## src/rtl/audio_frame_mux_if.sv

```systemverilog
// Frame output handshake between the source mux and the DAC path.
// master: out_valid/out_l/out_r out, out_ready in; slave is the mirror.
interface audio_frame_mux_if #(
  parameter int DATA_W = 24
);
  logic              out_valid;
  logic              out_ready;
  logic [DATA_W-1:0] out_l;
  logic [DATA_W-1:0] out_r;

  modport master (
    output out_valid,
    output out_l,
    output out_r,
    input  out_ready
  );

  modport slave (
    input  out_valid,
    input  out_l,
    input  out_r,
    output out_ready
  );
endinterface

```

## src/rtl/audio_frame_mux.sv

```systemverilog
// Stereo source selector: pairs L/R strobes of active_sel into frames,
// switches sources on frame boundaries and buffers frames in a FWFT FIFO.
// Ports: clk, reset (async, high), run, select, mute, src_{l,r}_{en,d},
// out_if (valid/ready frame output), active_sel, fifo_level, overflow_cnt.
module audio_frame_mux #(
  parameter int NUM_SRC    = 4,
  parameter int DATA_W     = 24,
  parameter int FIFO_DEPTH = 4,
  parameter int SEL_W      = $clog2(NUM_SRC),
  parameter int LVL_W      = $clog2(FIFO_DEPTH) + 1
) (
  input  logic                      clk,
  input  logic                      reset,
  input  logic                      run,
  input  logic [SEL_W-1:0]          select,
  input  logic                      mute,
  input  logic [NUM_SRC-1:0]        src_l_en,
  input  logic [NUM_SRC-1:0]        src_r_en,
  input  logic [NUM_SRC*DATA_W-1:0] src_l_d,
  input  logic [NUM_SRC*DATA_W-1:0] src_r_d,
  audio_frame_mux_if.master         out_if,
  output logic [SEL_W-1:0]          active_sel,
  output logic [LVL_W-1:0]          fifo_level,
  output logic [7:0]                overflow_cnt
);

  localparam int ADDR_W = $clog2(FIFO_DEPTH);
  localparam logic [LVL_W-1:0] ONE = LVL_W'(1);
  localparam logic [LVL_W-1:0] FULL_LVL = LVL_W'(FIFO_DEPTH);

  logic [SEL_W-1:0]    sel_q;
  logic                l_have;
  logic                r_have;
  logic [DATA_W-1:0]   l_hold;
  logic [DATA_W-1:0]   r_hold;
  logic [2*DATA_W-1:0] mem [FIFO_DEPTH];
  logic [LVL_W-1:0]    wr_ptr;
  logic [LVL_W-1:0]    rd_ptr;
  logic [7:0]          ovf_q;
  logic [DATA_W-1:0]   head_l;
  logic [DATA_W-1:0]   head_r;

  logic                sel_ok;
  logic                do_switch;
  logic                l_en_a;
  logic                r_en_a;
  logic [DATA_W-1:0]   l_d_a;
  logic [DATA_W-1:0]   r_d_a;
  logic                l_stb;
  logic                r_stb;
  logic                push;
  logic                pop;
  logic                wr_en;
  logic [LVL_W-1:0]    level;
  logic [LVL_W-1:0]    rd_nxt;
  logic                empty;
  logic                full;
  logic [2*DATA_W-1:0] frame;

  always_comb begin
    l_en_a = 1'b0;
    r_en_a = 1'b0;
    l_d_a  = '0;
    r_d_a  = '0;
    for (int i = 0; i < NUM_SRC; i++) begin
      if (sel_q == SEL_W'(i)) begin
        l_en_a = src_l_en[i];
        r_en_a = src_r_en[i];
        l_d_a  = src_l_d[i*DATA_W +: DATA_W];
        r_d_a  = src_r_d[i*DATA_W +: DATA_W];
      end
    end
  end

  assign sel_ok    = {1'b0, select} < (SEL_W+1)'(NUM_SRC);
  assign do_switch = sel_ok && (select != sel_q);

  // Strobes in a switch cycle belong to the old source: dropped.
  assign l_stb = run && !do_switch && l_en_a;
  assign r_stb = run && !do_switch && r_en_a;
  assign push  = run && l_have && r_have;

  assign level  = wr_ptr - rd_ptr;
  assign empty  = (level == '0);
  assign full   = (level == FULL_LVL);
  assign rd_nxt = rd_ptr + ONE;
  assign pop    = run && !empty && out_if.out_ready;
  // A pop in the same cycle frees the slot a full FIFO needs.
  assign wr_en  = push && (!full || pop);
  assign frame  = mute ? '0 : {l_hold, r_hold};

  always_ff @(posedge clk or posedge reset) begin
    if (reset) begin
      sel_q  <= '0;
      l_have <= 1'b0;
      r_have <= 1'b0;
      l_hold <= '0;
      r_hold <= '0;
    end else begin
      if (do_switch) sel_q <= select;
      if (l_stb) l_hold <= l_d_a;
      if (r_stb) r_hold <= r_d_a;
      if (!run || do_switch) begin
        l_have <= 1'b0;
        r_have <= 1'b0;
      end else begin
        // A strobe in the push cycle opens the next frame.
        if (l_stb)     l_have <= 1'b1;
        else if (push) l_have <= 1'b0;
        if (r_stb)     r_have <= 1'b1;
        else if (push) r_have <= 1'b0;
      end
    end
  end

  always_ff @(posedge clk) begin
    if (wr_en) mem[wr_ptr[ADDR_W-1:0]] <= frame;
  end

  always_ff @(posedge clk or posedge reset) begin
    if (reset) begin
      wr_ptr <= '0;
      rd_ptr <= '0;
      ovf_q  <= '0;
      head_l <= '0;
      head_r <= '0;
    end else if (!run) begin
      wr_ptr <= '0;
      rd_ptr <= '0;
    end else begin
      if (wr_en) wr_ptr <= wr_ptr + ONE;
      if (pop)   rd_ptr <= rd_nxt;
      if (push && full && !pop && ovf_q != 8'hFF)
        ovf_q <= ovf_q + 8'd1;
      // Head register mirrors mem[rd_ptr]; it only moves on
      // a push into empty or a pop, otherwise it holds.
      if (wr_en && empty) begin
        {head_l, head_r} <= frame;
      end else if (pop) begin
        if (level > ONE)
          {head_l, head_r} <= mem[rd_nxt[ADDR_W-1:0]];
        else if (wr_en)
          {head_l, head_r} <= frame;
      end
    end
  end

  assign out_if.out_valid = !empty;
  assign out_if.out_l     = head_l;
  assign out_if.out_r     = head_r;
  assign active_sel       = sel_q;
  assign fifo_level       = level;
  assign overflow_cnt     = ovf_q;

endmodule

```

## src/flat_wrapper.sv

```systemverilog
// flat-port wrapper written by rule: the top's interface ports become plain ports
module audio_frame_mux_flat 
#(
  parameter int NUM_SRC    = 4,
  parameter int DATA_W     = 24,
  parameter int FIFO_DEPTH = 4,
  parameter int SEL_W      = $clog2(NUM_SRC),
  parameter int LVL_W      = $clog2(FIFO_DEPTH) + 1
)
  (clk, reset, run, select, mute, src_l_en, src_r_en, src_l_d, src_r_d, active_sel, fifo_level, overflow_cnt, out_if_out_valid, out_if_out_l, out_if_out_r, out_if_out_ready);
  audio_frame_mux_if #(.DATA_W(DATA_W)) out_if_i ();
  input  logic clk;
  input  logic reset;
  input  logic run;
  input  logic [SEL_W-1:0] select;
  input  logic mute;
  input  logic [NUM_SRC-1:0] src_l_en;
  input  logic [NUM_SRC-1:0] src_r_en;
  input  logic [NUM_SRC*DATA_W-1:0] src_l_d;
  input  logic [NUM_SRC*DATA_W-1:0] src_r_d;
  output logic [SEL_W-1:0] active_sel;
  output logic [LVL_W-1:0] fifo_level;
  output logic [7:0] overflow_cnt;
  output wire logic [$bits(out_if_i.out_valid)-1:0] out_if_out_valid;
  output wire logic [$bits(out_if_i.out_l)-1:0] out_if_out_l;
  output wire logic [$bits(out_if_i.out_r)-1:0] out_if_out_r;
  input wire logic [$bits(out_if_i.out_ready)-1:0] out_if_out_ready;
  assign out_if_out_valid = out_if_i.out_valid;
  assign out_if_out_l = out_if_i.out_l;
  assign out_if_out_r = out_if_i.out_r;
  assign out_if_i.out_ready = out_if_out_ready;
  audio_frame_mux #(.NUM_SRC(NUM_SRC), .DATA_W(DATA_W), .FIFO_DEPTH(FIFO_DEPTH), .SEL_W(SEL_W), .LVL_W(LVL_W)) u_core (.clk(clk), .reset(reset), .run(run), .select(select), .mute(mute), .src_l_en(src_l_en), .src_r_en(src_r_en), .src_l_d(src_l_d), .src_r_d(src_r_d), .out_if(out_if_i), .active_sel(active_sel), .fifo_level(fifo_level), .overflow_cnt(overflow_cnt));
endmodule
```

## config.mk

```make
export PLATFORM = sky130hd
export DESIGN_NAME = audio_frame_mux_flat
export DESIGN_NICKNAME = d
export VERILOG_FILES = /design/src/rtl/audio_frame_mux_if.sv /design/src/rtl/audio_frame_mux.sv /design/src/flat_wrapper.sv
export SDC_FILE = /design/constraint.sdc
export NUM_CORES = 1
export LEC_CHECK = 0
export CELL_PAD_IN_SITES_DETAIL_PLACEMENT = 1
export CELL_PAD_IN_SITES_GLOBAL_PLACEMENT = 2
export CORE_AREA = 10 10 200 202
export CTS_CLUSTER_DIAMETER = 50
export DETAILED_ROUTE_END_ITERATION = 7
export DIE_AREA = 0 0 210 212
export PLACE_DENSITY_LB_ADDON = 0.1
export SLEW_MARGIN = 30
export SYNTH_ARGS = -nofsm -noshare
export SYNTH_HDL_FRONTEND = slang
export SYNTH_SLANG_ARGS = --single-unit
```

## constraint.sdc

```tcl
create_clock -name clk -period 4.2 [get_ports clk]
set_clock_uncertainty 0.15 [all_clocks]
set_input_delay 0.84 -clock clk [delete_from_list [all_inputs] [get_ports clk]]
set_output_delay 0.84 -clock clk [all_outputs]
set_load 0.005 [all_outputs]
```

Word level (Yosys, flattened, before mapping) --
Memories as Yosys holds them, arrays and structs flattened. Cells that the tools add are included.
Operators by class: add/sub/neg operators 4, $lt $le $gt $ge 1, equality and inequality tests 8, multiplexer cells 36, reduce and logical (&&, ||, !) cells 27
Operators with widths (count):
- $mux W24 | 16
- $mux W48 | 1
- $mux W1 | 15
- $logic_and A1 B1 Y1 | 12
- $mux W3 | 4
- $reduce_bool A3 Y1 | 3
- $add A8 B1 Y8 const B | 1
- $ne A8 B8 Y1 const B | 1
- $add A3 B1 Y3 const B | 2
- $logic_not A1 Y1 | 5
- $eq A2 B2 Y1 const B | 2
- $ne A2 B1 Y1 const B | 2
- $eq A3 B3 Y1 const B | 1
- $gt A3 B1 Y1 const B | 1
- $logic_not A3 Y1 | 1
- $reduce_and A3 Y1 | 1
- $sub A3 B3 Y3 | 1
- $eq A2 B1 Y1 const B | 1
- $logic_not A2 Y1 | 1
- $logic_or A1 B1 Y1 | 2
- $ne A2 B2 Y1 | 1
- $reduce_and A2 Y1 | 1
- $reduce_bool A2 Y1 | 1
Storage, ports and cells: register bits after elaboration 114, bits in writable memories 192, input bits 207, output and inout bits 62, word-level logic and storage cells 87, memories kept 1
Memory list:
- u_core.mem | words 4, bits a word 48, rd ports 1, clocked after memory_dff 0, write ports 1, line audio_frame_mux.sv:36 | logic [2*DATA_W-1:0] mem [FIFO_DEPTH];

Logic depth before layout (Yosys ltp) --
Gate-level depths: netlist of the first run.
depth in word-level cells 11, depth in mapped cells 10, gate-level depth less buffers 7

Worst setup path after synthesis of the first run --
No wires, ideal clock.
path kind register -> register, start register u_core.wr_ptr[0], end memory u_core.mem[3][0] in the netlist's numbering, enable pin, library setup time 412 ps, arrival 3140 ps, required time 3638 ps, setup slack 498 ps, stages on the path, launching flop included 7, buffers on the path 0, period minus slack after synthesis 3702 ps, cells stage by stage dfrtp_1 > inv_1 > ha_1 > fa_1 > xor3_2 > a41oi_1 > and2_1
Between the ends: longest elaborated chain between the ends 9, elaborated cells between the ends (all ways) 11, classes of those cells 1 x add/sub; 1 x eq/ne; 2 x mux; 7 x reduce/logical
RTL lines:
- start, declared | line audio_frame_mux.sv:37 | logic [LVL_W-1:0] wr_ptr;
- start signal, assigned | line audio_frame_mux.sv:131 | if (wr_en) wr_ptr <= wr_ptr + ONE;
- $sub A3 B3 Y3 * | line audio_frame_mux.sv:83 | assign level = wr_ptr - rd_ptr;
- net fifo_level[2] | line flat_wrapper.sv:22 | output logic [LVL_W-1:0] fifo_level;
- $logic_not A3 Y1 | line audio_frame_mux.sv:84 | assign empty = (level == '0);
- $logic_not A1 Y1 | line audio_frame_mux.sv:87 | assign pop = run && !empty && out_if.out_ready;
- $logic_and A1 B1 Y1 (2 in series) | line audio_frame_mux.sv:87
- $logic_or A1 B1 Y1 * | line audio_frame_mux.sv:89 | assign wr_en = push && (!full || pop);
- $logic_and A1 B1 Y1 * | line audio_frame_mux.sv:89
- $mux W1 * | line audio_frame_mux.sv:117 | if (wr_en) mem[wr_ptr[ADDR_W-1:0]] <= frame;
- $mux W1 (implied by the code) * | line audio_frame_mux.sv:117
- end, declared | line audio_frame_mux.sv:36
Mark *: on every way through the listed nets, which the timed path passes. The rest lies on a longest branch.

Worst setup path in the final report of the first run --
start register u_core.wr_ptr[0], end output port out_if_out_valid
Between the ends: longest elaborated chain between the ends 3
RTL lines:
- $sub A3 B3 Y3 | line audio_frame_mux.sv:83
- $logic_not A3 Y1 | line audio_frame_mux.sv:84
- $logic_not A1 Y1 | line audio_frame_mux.sv:148 | assign out_if.out_valid = !empty;
- end, declared | line flat_wrapper.sv:24 | output wire logic [$bits(out_if_i.out_valid)-1:0] out_if_out_valid;
No other way between the ends.

==> metrics.md, run 1 <==
| Metric | Value |
|---|---|
| Status | `finished clean` |
| Routed wire length | `34400 µm` |
| Post-Synthesis Cells | `722` |
| Final Max Slew Viols | `0` |
| Number of synthesized register bits | `around 300` |
| Critical path peak fanout | `8` |
| Cell area power density | `549 mW/mm²` |
| Placed cells | `approximately 1400` |
| Gpl congestion | `0.678` |
| Setup TNS | `0 ps` |
| IO buf count | `268` |
| Row cnt | `70` |
| Largest net degree at the start of global routing | `72` |
| DIE AREA | `0.0445 mm²` |
| Iter 0 DRT Violations | `roughly 280` |
| Element type at the critical path start | `flop` |
| Slew HR | `0.443` |
| Post-route ant nets | `0` |
| Main synth FF type | `edfxtp_1` |
| Clock buffer depth | `3` |
| Post-CTS Hold Buffers | `0` |
| Peak VDD IR | `0.279 mV` |
| Hold Vio Cnt, Final | `0` |
| Synth Warn # | `0` |
| CTS buffer count | `38` |
| Mean routed wirelength per cell | `22.9 µm` |
| Clock root buffer | `clkbuf_16` |
| Max Cap Viol | `0` |
| Register clock-pin slew on the reported worst setup and hold paths | `60 ps` |
| CP max stage delay | `460 ps` |
| HPWL after detailed placement | `between 20000 and 25000 µm` |
| Pre-antenna DRT Iters | `4` |
| CTS tree | `yes` |
| Layout Nets | `1220` |
| Area grow syn2layout | `34.2%` |
| First-pass GRT wire length | `about 53000 µm` |
| Mapped Area | `between 0.01 and 0.015 mm²` |
| Initial core utilization | `0.376` |
| H-tree level count | `2` |
| Via count | `7701` |
| Max Clock Freq | `between 200 and 300 MHz` |
| Setup Viol. Count Final | `0` |
| DRC | `0` |
| Actual slew at the worst max-slew pin | `between 800 and 900 ps` |
| Crit. End Element | `primary output` |
| Post-layout min period | `~3800 ps` |
| Slowest-stage cell, CP | `xor3_2` |
| Worst setup path category | `flop to primary output` |
| Vias per cell | `5.12` |
| Initial antenna violation count | `0` |
| Ant diodes | `0` |
| Leak Pwr | `6.64 nW` |
| Filler cells | `between 3000 and 4000` |
| Syn Nets | `937` |
| Post-Syn Area per Cell | `~19 µm²` |
| Fraction of layout cells with a size suffix above 1 | `0.307` |
| Die height | `212 µm` |
| Finished Layout Cells | `1503` |
| CTS sink cnt | `306` |
| CTS resizes | `0` |
| Post-CTS Setup Repair Bufs | `0` |
| Sequential share of the synthesized area | `0.636` |
| Tcrit/Tclk final | `0.910` |
| CP cell instances | `inv_1 > ha_1 > fa_1 > xor3_2 > or2_2 > clkdlybuf4s50_1` |
| Gr usage total | `0.153` |
| Clock Latency Late Sink | `around 500 ps` |
| Storage cell area | `0.00863 mm²` |
| Vias in the first global route | `approximately 8900` |
| Yosys cell types | `34` |
| Grt ovf | `0` |
| Multi-input logic area | `roughly 0.0047 mm²` |
| Ys async rst share | `0.373` |
| WP data required | `around 3200 ps` |
| Hold Crit Class | `flop to flop` |
| Ports | `about 270` |
| Die Wd | `210 µm` |
| Core region area | `0.0361 mm²` |
| RSZ-0062 raised after global routing | `no` |
| CP Data Arrival Time | `2830 ps` |
| Number of synthesized flops with an enable pin | `192` |
-- final cells by class --
class	instances	area share
Clock inverter	20	0.0140
Tap cell	468	0.0322
Inverter	7	0.00172
Timing Repair Buffer	289	0.159
Multi-Input combinational cell	363	0.258
Sequential cell	306	0.474
Clock buffer	50	0.0605
-- layout by cell type, fill, tap and decap left out, drive strengths merged --
cell type	synthesis	routed
mux4	98	98
nor3	5	5
nand3	5	5
mux2	145	145
a311oi	1	1
clkdlybuf4s50	0	267
o21ai	2	2
clkinvlp	0	3
nor4	2	2
a21oi	2	2
inv	7	11
fa	1	1
xnor2	5	5
clkinv	0	8
clkbuf	26	50
xor2	7	7
o211ai	2	2
and2	7	7
and3	3	3
mux2i	3	3
nand4	2	2
edfxtp	192	192
nor2b	50	50
dfrtp	114	114
bufinv	0	5
nand2	8	8
ha	7	7
xor3	1	1
nor2	4	4
or2	2	2
buf	20	22
a41oi	1	1
-- through the flow --
stage	setup slack (ps)	cell area, µm²	power [mW]	util	hold WS, ps
after CTS	345	18200	10.2	0.504	349
after detailed placement	612	16800	6.69	0.467	334
after global routing	240	18200	10.5	0.504	358
after floorplan	194	13600	5.55	-	310
final	379	18200	9.98	0.504	339
after global placement	670	16800	6.65	0.467	327
-- synth_stat cells, types with 3 or more instances --
cell / instances / area share
nand3_1: 5 / 0.0018
nor3_1: 5 / 0.0018
xor2_1: 7 / 0.0045
and2_1: 7 / 0.0032
mux2_1: 24 / 0.020
clkbuf_1: 26 / 0.0072
dfrtp_1: 114 / 0.21
buf_6: 4 / 0.0033
nor2_1: 4 / 0.0011
buf_1: 7 / 0.0019
and3_1: 3 / 0.0014
mux2_2: 121 / 0.10
inv_1: 7 / 0.0019
mux2i_1: 3 / 0.0022
buf_2: 5 / 0.0018
xnor2_1: 5 / 0.0032
nand2_1: 8 / 0.0022
ha_1: 7 / 0.0065
edfxtp_1: 192 / 0.43
nor2b_1: 50 / 0.023
mux4_2: 98 / 0.16
-- report_power, final --
part           internal, mW  total (mW)  switching, mW
sequential             3.71        3.91          0.207
clock                  2.17        3.42           1.25
combinational          1.59        2.64           1.06
total                  7.47        9.98           2.51
-- logic make-up after synthesis --
kind of cell,count (synthesis),synth area share
adders and majority gates,8,0.00794
buffers and inverters,53,0.0196
and+or+nand+nor,88,0.0375
DFF,306,0.636
xor gates and xnor gates,13,0.00960
AOI/OAI and AO/OA,8,0.00434
muxes,246,0.285
-- worst max-delay path: cells and delay by family (launching register included) --
kind / cells / cell delay, ps
adder cells (fa/ha/maj): 2 / 590
XOR/XNOR: 1 / 460
AND/OR/NAND/NOR: 1 / 330
flip-flops: 1 / 380
buffers and inverters: 2 / 570
-- metal layers --
layer / vias up / share of wire / wire length [µm] / track usage
met5: - / 0 / 0 / 0
met4: 0 / 0.012 / 418 / 0.0315
met3: 39 / 0.044 / 1510 / 0.0305
met2: 172 / 0.52 / 18100 / 0.268
met1: 4069 / 0.42 / 14400 / 0.192
li1: 3421 / - / - / -
-- final timing paths --
path / start / end / slack, ps / cells past startpoint
max in group asynchronous: reset / u_core.out_if.out_r[14]$_DFFE_PP0P_ / 2460 / 3
setup / recovery: u_core.wr_ptr[0]$_DFFE_PP0P_ / out_if_out_valid / 380 / 6
setup reg to reg: u_core.wr_ptr[0]$_DFFE_PP0P_ / u_core.out_if.out_r[21]$_DFFE_PP0P_ / 650 / 8
hold reg to reg: u_core.out_if.out_l[22]$_DFFE_PP0P_ / u_core.out_if.out_l[22]$_DFFE_PP0P_ / 340 / 1
min in group asynchronous: reset / u_core.out_if.out_l[13]$_DFFE_PP0P_ / 700 / 2
hold / removal: u_core.out_if.out_l[22]$_DFFE_PP0P_ / u_core.out_if.out_l[22]$_DFFE_PP0P_ / 340 / 1
-- state kept, by name (all words and copies together) (netlist names) --
| signal | flops |
|---|---|
| u_core.r_hold | 24 |
| u_core.out_if.out_r | 24 |
| u_core.out_if.out_l | 24 |
| u_core.rd_ptr | 3 |
| u_core.active_sel | 2 |
| u_core.l_have | 1 |
| u_core.mem | 192 |
| u_core.l_hold | 24 |
| u_core.r_have | 1 |
| u_core.overflow_cnt | 8 |
| u_core.wr_ptr | 3 |
Power figures use the tool's default switching activity.
==> run 2: changes to the inputs <==
- CTS_BUF_LIST: not set -> sky130_fd_sc_hd__clkbuf_16
==> run 2 against run 1 <==
Net effect:
- first-iteration DRC count shrank 6.0%
- flip-flop and latch count unchanged
- non-clock buffer count unchanged
- final cell count unchanged
- sequential share of layout area is 0.10 points higher
- final area is 0.22% lower
- register-to-register slack hardly changed
- clock-buffer cell count fell by 9
- sequential power barely moved
- utilization decreased by 0.11 points
- critical endpoint unchanged
- largest cell class unchanged
==> metrics.md, run 2 (synthesis results as in run 1) <==
| Metric | Value |
|---|---|
| Status | `finished clean` |
| Largest register FFs | `192 (unchanged)` |
| CTS buffer count | `38 (unchanged)` |
| CTS tree | `yes` |
| Fraction of layout cells with a size suffix above 1 | `0.303 (-0.00386)` |
| Gr usage total | `0.153 (about the same)` |
| Clock network fraction of total power | `0.337 (-0.006)` |
| RSZ-0062 raised after global routing | `no` |
| Slew HR | `0.442 (-0.000707)` |
| DIE AREA | `0.0445 mm² (unchanged)` |
| Post-layout min period | `3820 ps (+0.311 ps)` |
| M2 GR Usage | `0.268 (unchanged)` |
| CTS resizes | `0 (unchanged)` |
| Clock Latency Late Sink | `510 ps (about the same)` |
| First-pass GRT wire length | `53100 µm (about the same)` |
| Most frequent cells in the layout | `clkdlybuf4s50_1, edfxtp_1, mux2_2, dfrtp_1, mux4_2` |
| Gpl congestion | `0.678 (unchanged)` |
| Hold Vio Cnt, Final | `0 (unchanged)` |
| CP Data Arrival Time | `2830 ps (about the same)` |
| Layout Nets | `1220 (unchanged)` |
| Placed cells | `1433 (unchanged)` |
| Commonest non-fill, non-tap cell in the layout | `clkdlybuf4s50_1` |
| Post-CTS Setup Repair Bufs | `0 (unchanged)` |
| Worst setup path category | `flop to primary output` |
| Tcrit/Tclk final | `0.910 (about the same)` |
| Routed wire length | `34400 µm (about the same)` |
| Via count | `7720 (+0.25%)` |
| Grt met1 use | `0.192 (about the same)` |
| Combinational Power Share | `0.267 (+0.002)` |
| Initial core utilization | `0.376 (unchanged)` |
| Cell area power density | `545 mW/mm² (-0.64%)` |
| Leak Pwr | `6.64 nW (about the same)` |
| Pre-antenna DRT Iters | `4 (unchanged)` |
| R2R setup slack | `650 ps (about the same)` |
| GRT busiest layer | `met2` |
| Core region area | `0.0361 mm² (unchanged)` |
| Max Cap Viol | `0 (unchanged)` |
| Ant diodes | `0 (unchanged)` |
| Actual slew at the worst max-slew pin | `836 ps (+1.06 ps)` |
| Final Max Slew Viols | `0 (unchanged)` |
| Largest net degree at the start of global routing | `72 (unchanged)` |
| Clock buffer depth | `3 (unchanged)` |
| Worst hold slack | `339 ps (unchanged)` |
| Iter 0 DRT Violations | `266 (-6.0%)` |
| Setup Viol. Count Final | `0 (unchanged)` |
| Vias per cell | `5.14 (+0.25%)` |
| Hold Crit Class | `flop to flop` |
| H-tree level count | `2 (unchanged)` |
| Row cnt | `70 (unchanged)` |
| DRC | `0 (unchanged)` |
| Clock root buffer | `clkbuf_16` |
| CTS sink cnt | `306 (unchanged)` |
| Crit. End Element | `primary output` |
| Net Sw Frac | `0.254 (+0.00218)` |
| Setup TNS | `0 ps (unchanged)` |
| Die height | `212 µm (unchanged)` |
| WP data required | `3210 ps (about the same)` |
| M3 GR Usage | `0.0305 (unchanged)` |
| Element type at the critical path start | `flop` |
| Multi-input logic area | `0.00469 mm² (unchanged)` |
| Vias in the first global route | `8859 (-0.079%)` |
| Critical path peak fanout | `8 (unchanged)` |
| IO buf count | `268 (unchanged)` |
| Reg power frac | `0.396 (+0.004)` |
| Post-route ant nets | `0 (unchanged)` |
| Storage cell area | `0.00863 mm² (unchanged)` |
| Max Clock Freq | `262 MHz (about the same)` |
| Die Wd | `210 µm (unchanged)` |
| Internal Pwr Total | `7.38 mW (-1.1%)` |
| Peak VDD IR | `0.279 mV (+0.18%)` |
| Grt ovf | `0 (unchanged)` |
| Register clock-pin slew on the reported worst setup and hold paths | `60 ps (about the same)` |
| Switch Pwr | `2.51 mW (about the same)` |
| Initial antenna violation count | `0 (unchanged)` |
| Mean routed wirelength per cell | `22.9 µm (about the same)` |
| Area grow syn2layout | `33.9%` |
| Filler cells | `3421 (+0.058%)` |
| Finished Layout Cells | `1503 (unchanged)` |
| Ports | `269 (unchanged)` |
| HPWL after detailed placement | `22900 µm (unchanged)` |
| Post-CTS Hold Buffers | `0 (unchanged)` |
## run 2: final cells by class
| cell class | instances | area share |
|---|---|---|
| Tap cell | 468 | 0.0323 |
| Clock inverter | 29 | 0.0159 |
| Clock buffer | 41 | 0.0565 |
| Timing Repair Buffer | 289 | 0.160 |
| Inverter | 7 | 0.00172 |
| Multi-Input combinational cell | 363 | 0.259 |
| Sequential cell | 306 | 0.475 |
## run 2: worst paths after layout
kind	cells after the start	start	endpoint
max	6	u_core.wr_ptr[0]$_DFFE_PP0P_	out_if_out_valid
min	1	u_core.out_if.out_l[22]$_DFFE_PP0P_	u_core.out_if.out_l[22]$_DFFE_PP0P_
max reg2reg	8	u_core.wr_ptr[0]$_DFFE_PP0P_	u_core.out_if.out_r[9]$_DFFE_PP0P_
min reg2reg	1	u_core.out_if.out_l[22]$_DFFE_PP0P_	u_core.out_if.out_l[22]$_DFFE_PP0P_
max in group asynchronous	3	reset	u_core.out_if.out_r[14]$_DFFE_PP0P_
min in group asynchronous	2	reset	u_core.out_if.out_l[13]$_DFFE_PP0P_
## run 2: critical path: stages, from the launching register on
cell             delay, ps
dfrtp_1                380
inv_1                  110
ha_1                   210
fa_1                   380
xor3_2                 460
or2_2                  330
clkdlybuf4s50_1        460
## run 2: through the flow
stage	setup WS [ps]	total power [mW]	util	cell area (µm²)
floorplan	194	5.55	-	13600
global placement	670	6.65	0.467	16800
CTS	345	10.1	0.503	18100
finish	378	9.89	0.503	18100
global route	240	10.4	0.503	18100
detailed placement	612	6.69	0.467	16800
## run 2: power groups by stage
stage	clock, mW	combinational [mW]	sequential (mW)
final	3.33	2.65	3.91
after global routing	3.57	2.88	3.98
after CTS	3.43	2.73	3.92
after detailed placement	0	2.71	3.98
after global placement	0	2.68	3.97
after floorplan	0	1.63	3.92
## run 2: per-layer routing
| metal | wire length [µm] | vias up | share of wire |
|---|---|---|---|
| met5 | 0 | - | 0 |
| met4 | 418 | 0 | 0.012 |
| met3 | 1480 | 39 | 0.043 |
| met2 | 18100 | 169 | 0.52 |
| met1 | 14500 | 4091 | 0.42 |
| li1 | - | 3421 | - |
==> patch 1: new RTL, flow settings as in run 2 <==
`FIFO_DEPTH` is set to 4 in 2 places; all go to 8.
--- a/src/rtl/audio_frame_mux.sv
+++ b/src/rtl/audio_frame_mux.sv
@@ -7,3 +7,3 @@
   parameter int DATA_W     = 24,
-  parameter int FIFO_DEPTH = 4,
+  parameter int FIFO_DEPTH = 8,
   parameter int SEL_W      = $clog2(NUM_SRC),
--- a/src/flat_wrapper.sv
+++ b/src/flat_wrapper.sv
@@ -5,3 +5,3 @@
   parameter int DATA_W     = 24,
-  parameter int FIFO_DEPTH = 4,
+  parameter int FIFO_DEPTH = 8,
   parameter int SEL_W      = $clog2(NUM_SRC),
Interface: changed (resized fifo_level); port bits go from 269 to 270. No check against the original RTL was run, so the function may have changed too.
==> patch 1 against run 2 <==
Sequential cell count increased by 194. Cell area increased by 46%. Sequential share of layout area increased by 6.9 points. Worst setup slack got worse by 270 ps. Synthesized area increased by 57%. Routed wire length increased by 82%. Register-to-register slack got worse by 80 ps. Power increased by 66%. Critical endpoint is now fifo_level[3].
==> patch 1: results (changes against run 2) <==
<table>
<tr><th>Metric</th><th>Value</th></tr>
<tr><th colspan="2">Run status</th></tr>
<tr><td>Result of the run</td><td>completed</td></tr>
<tr><th colspan="2">Detailed routing</th></tr>
<tr><td>Vias per inst</td><td>6.407 (+25%)</td></tr>
<tr><td>Routed WL</td><td>62550 um (+82%)</td></tr>
<tr><td>DR iter-0 viols</td><td>1079 (+310%)</td></tr>
<tr><td>1st-pass router iterations</td><td>5 (+1)</td></tr>
<tr><th colspan="2">Power</th></tr>
<tr><td>Fraction of power spent switching nets</td><td>30.54% (+5.1 points)</td></tr>
<tr><td>P_leak</td><td>9.555 nW (+44%)</td></tr>
<tr><th colspan="2">Placement</th></tr>
<tr><td>Routability congestion estimate from global placement</td><td>0.7901 (+17%)</td></tr>
<tr><td>Instance count after placement with tap cells included</td><td>1805 (+26%)</td></tr>
<tr><td>DP Wirelength</td><td>36950 um (+61%)</td></tr>
<tr><td>Cell area after placement</td><td>24740 sq um (+47%)</td></tr>
<tr><th colspan="2">Global routing</th></tr>
<tr><td>GR Util met1</td><td>33.49% (+14 points)</td></tr>
<tr><td>Gr usage total</td><td>28.25% (+13 points)</td></tr>
<tr><td>GR Util met3</td><td>6.574% (+3.5 points)</td></tr>
<tr><td>First-pass GRT wire length</td><td>93110 um (+75%)</td></tr>
<tr><th colspan="2">Yosys</th></tr>
<tr><td>Sequential share of the synthesized area</td><td>67.68% (+4.1 points)</td></tr>
<tr><td>Synth unique cells</td><td>47 (+38%)</td></tr>
<tr><td>Top post-synthesis cells by count</td><td>384 x sky130_fd_sc_hd__edfxtp_1, 146 x sky130_fd_sc_hd__mux4_2, 116 x sky130_fd_sc_hd__dfrtp_1, 100 x sky130_fd_sc_hd__mux2_2, 95 x sky130_fd_sc_hd__mux2i_1</td></tr>
<tr><td>Syn_nets</td><td>1314 (+40%)</td></tr>
<tr><td>Share of async-settable or async-resettable flops after synthesis</td><td>23.20% (-14 points)</td></tr>
<tr><th colspan="2">Finish</th></tr>
<tr><td>Flip-flop count of the largest register, all copies and words added</td><td>384 (+100%)</td></tr>
<tr><td>Nets@finish</td><td>1605 (+32%)</td></tr>
<tr><td>Fraction of final layout cells with drive strength greater than 1</td><td>27.34% (-3.0 points)</td></tr>
<tr><th colspan="2">Clock network</th></tr>
<tr><td>Number of buffers created by CTS</td><td>52 (+37%)</td></tr>
<tr><td>Clock Latency Late Sink</td><td>590 ps (+80 ps)</td></tr>
<tr><th colspan="2">Critical path</th></tr>
<tr><td>Largest driver fanout on the critical path</td><td>10 (+2)</td></tr>
</table>
-- patch 1: final timing paths --
check | startpoint | to | slack (ps) | cells past startpoint
setup / recovery | u_core.wr_ptr[2]$_DFFE_PP0P_ | fifo_level[3] | 110 | 6
hold / removal | u_core.overflow_cnt[7]$_DFFE_PP0P_ | u_core.overflow_cnt[7]$_DFFE_PP0P_ | 350 | 1
setup reg to reg | u_core.rd_ptr[0]$_DFFE_PP0P_ | u_core.out_if.out_l[13]$_DFFE_PP0P_ | 570 | 9
hold reg to reg | u_core.overflow_cnt[7]$_DFFE_PP0P_ | u_core.overflow_cnt[7]$_DFFE_PP0P_ | 350 | 1
max in group asynchronous | reset | u_core.r_hold[3]$_DFFE_PP0P_ | 2540 | 3
min in group asynchronous | reset | u_core.overflow_cnt[2]$_DFFE_PP0P_ | 600 | 2
-- patch 1: cell type report --
class,count,area [sq um]
flip-flops and latches,500,14440
fillers,2889,9534
multi-input cells,479,6456
repair buffers,301,3047
clock buffers,53,1326
well taps,468,585.6
clock inverters,44,473.0
inverters,57,219.0
-- patch 1: repair_timing --
action,4_1_cts,5_1_grt
endpoints found under the setup margin,1,1
pin swaps,0,0
gates resized for setup,1,1
-- patch 1: through the flow --
stage / utilization, % / power, mW
after floorplan: - / 9.557
after global placement: 68.57 / 11.06
after detailed placement: 68.57 / 11.41
after CTS: 73.56 / 16.48
after global routing: 73.58 / 16.99
final: 73.58 / 16.39
-- patch 1: worst max-delay path, stage by stage (launching register included) --
cell and delay [ps]:
sky130_fd_sc_hd__dfrtp_1 720, sky130_fd_sc_hd__ha_1 430, sky130_fd_sc_hd__and3b_1 250, sky130_fd_sc_hd__o21ai_1 310, sky130_fd_sc_hd__nand2_1 150, sky130_fd_sc_hd__inv_1 140, sky130_fd_sc_hd__clkdlybuf4s50_1 530
-- patch 1: cells by family after synthesis --
logic type,count (synthesis),synth area share [%]
fa+ha+maj,7,0.4458
buf+inv,121,2.722
simple gates,98,2.740
compound gates,17,0.5574
flops,500,67.68
xor+xnor,15,0.6512
mux,342,25.21
-- patch 1: power groups by stage --
stage | logic (mW) | clock network [mW] | registers [mW]
6_report | 5.19 | 4.87 | 6.33
5_1_grt | 5.50 | 5.11 | 6.37
4_1_cts | 5.22 | 4.93 | 6.33
3_5_place_dp | 5.01 | 0 | 6.40
3_3_place_gp | 4.71 | 0 | 6.35
2_1_floorplan | 3.29 | 0 | 6.27
-- patch 1: routing by layer --
layer,wire length [um],vias up
met3,4559,174
li1,-,4932
met1,22620,6456
met5,0,-
met4,2567,0
met2,32800,624
==> patch 2: new RTL, config.mk and constraints of run 2 <==
Made on the original files. Register the output `fifo_level`, cleared by the reset; this adds one clock of latency there. The other outputs are not delayed to match.
--- a/src/rtl/audio_frame_mux.sv
+++ b/src/rtl/audio_frame_mux.sv
@@ -151,3 +151,9 @@
   assign active_sel       = sel_q;
-  assign fifo_level       = level;
+  always_ff @(posedge clk or posedge reset) begin
+    if (reset) begin
+      fifo_level <= '0;
+    end else begin
+      fifo_level <= level;
+    end
+  end
   assign overflow_cnt     = ovf_q;
Function: changed (a bounded check fails within 4 cycles, from zero or initial values and one cycle with reset high).
==> patch 2 against run 2 <==
Count of clock-buffer cells in the layout down 2. Worst setup slack better by 110 ps. Sequential cell count up 3. Synthesized cell count up 0.69%. Sequential power up 2%. Power up 7.2%. Routed wire length up 1.3%. Die area unchanged. Clock power up 3%. Global-route usage up 0.23 points. Utilization up 0.49 points. Synthesized area up 1.2%. Cell area up 0.97%. Largest power group unchanged. Highest routed layer unchanged.
==> patch 2: results (changes against run 2) <==
<table>
<tr><th>Metric</th><th>Value</th></tr>
<tr><th colspan="2">Run status</th></tr>
<tr><td>Result of the run</td><td>completed</td></tr>
<tr><th colspan="2">Yosys</th></tr>
<tr><td>Share of async-settable or async-resettable flops after synthesis</td><td>37.86% (+0.61 points)</td></tr>
<tr><td>Xor and xnor area share after synthesis</td><td>0.8754% (-0.084 points)</td></tr>
<tr><td>Compound-cell area share of the yosys netlist</td><td>0.5654% (+0.13 points)</td></tr>
<tr><td>Syn_nets</td><td>942 (+0.53%)</td></tr>
<tr><td>Adder-cell share of the synthesized area</td><td>0.7842% (-0.0094 points)</td></tr>
<tr><td>Top post-synthesis cells by count</td><td>192 x sky130_fd_sc_hd__edfxtp_1, 125 x sky130_fd_sc_hd__mux2_2, 117 x sky130_fd_sc_hd__dfrtp_1, 98 x sky130_fd_sc_hd__mux4_2, 48 x sky130_fd_sc_hd__nor2b_1</td></tr>
<tr><th colspan="2">Critical path</th></tr>
<tr><td>Largest driver fanout on the critical path</td><td>13 (+5)</td></tr>
<tr><td>Beginning of the worst register-to-register path</td><td>u_core.rd_ptr[0]$_DFFE_PP0P_</td></tr>
<tr><th colspan="2">Detailed routing</th></tr>
<tr><td>DR iter-0 viols</td><td>349 (+31%)</td></tr>
<tr><td>Vias per inst</td><td>5.149 (+0.25%)</td></tr>
<tr><td>1st-pass router iterations</td><td>6 (+2)</td></tr>
<tr><th colspan="2">Global routing</th></tr>
<tr><td>Number of global-route vias before repair</td><td>8922 (+0.71%)</td></tr>
<tr><td>Gr usage total</td><td>15.52% (+0.23 points)</td></tr>
<tr><th colspan="2">STA</th></tr>
<tr><td>Worst hold-check slack</td><td>345.1 ps (+5.663 ps)</td></tr>
<tr><td>Final critical-path share of the clock period</td><td>88.35% (-2.6 points)</td></tr>
<tr><td>Worst slew margin relative to its limit</td><td>44.36% (+0.12 points)</td></tr>
<tr><th colspan="2">Clock network</th></tr>
<tr><td>Number of buffers created by CTS</td><td>39 (+2.6%)</td></tr>
<tr><th colspan="2">Placement</th></tr>
<tr><td>Setup Slack @ Placement</td><td>1014 ps (+401.5 ps)</td></tr>
<tr><td>Routability congestion estimate from global placement</td><td>0.7183 (+6.0%)</td></tr>
<tr><td>DP Wirelength</td><td>22630 um (-1.2%)</td></tr>
<tr><th colspan="2">Finish</th></tr>
<tr><td>Fraction of standard cell area in multi-input logic</td><td>25.91% (+0.051 points)</td></tr>
<tr><td>Fraction of area in registers</td><td>47.48% (-0.048 points)</td></tr>
<tr><td>Fillcell total</td><td>3407 (-0.41%)</td></tr>
<tr><td>Inverters, non-clock</td><td>11 (+4)</td></tr>
<tr><td>Signal buf overhead</td><td>15.85% (-0.11 points)</td></tr>
<tr><td>Area Overhead vs Synth</td><td>33.57%</td></tr>
<tr><td>Buffer count excluding the clock tree in the final layout</td><td>285 (-1.4%)</td></tr>
<tr><th colspan="2">Power</th></tr>
<tr><td>Peak ir drop on the vdd network</td><td>420.6 uV (+51%)</td></tr>
<tr><th colspan="2">Min path</th></tr>
<tr><td>Hold path startpoint</td><td>u_core.r_hold[0]$_DFFE_PP0P_</td></tr>
</table>
==> patch 2: worst max-delay path, cell delays in order (launching register included) <==
cell and delay (ps):
sky130_fd_sc_hd__dfrtp_4 600, sky130_fd_sc_hd__ha_1 270, sky130_fd_sc_hd__fa_1 380, sky130_fd_sc_hd__xnor3_2 290
sky130_fd_sc_hd__nand3_2 140, sky130_fd_sc_hd__clkdlybuf4s50_1 530
==> patch 2: where the power goes <==
| part | leakage [nW] | total [mW] | switching (mW) | internal (mW) |
|---|---|---|---|---|
| clock network | 0.666 | 3.44 | 1.30 | 2.14 |
| logic | 2.82 | 3.18 | 1.27 | 1.91 |
| registers | 3.22 | 3.99 | 0.237 | 3.75 |
| total | 6.70 | 10.6 | 2.80 | 7.80 |
==> patch 2: routing by layer <==
metal	track usage (%)	vias up	routed length (um)
met3	3.536	42	1862
met2	26.17	195	17440
met4	3.647	0	581
met5	0	-	0
met1	19.95	4074	15010
li1	-	3444	-
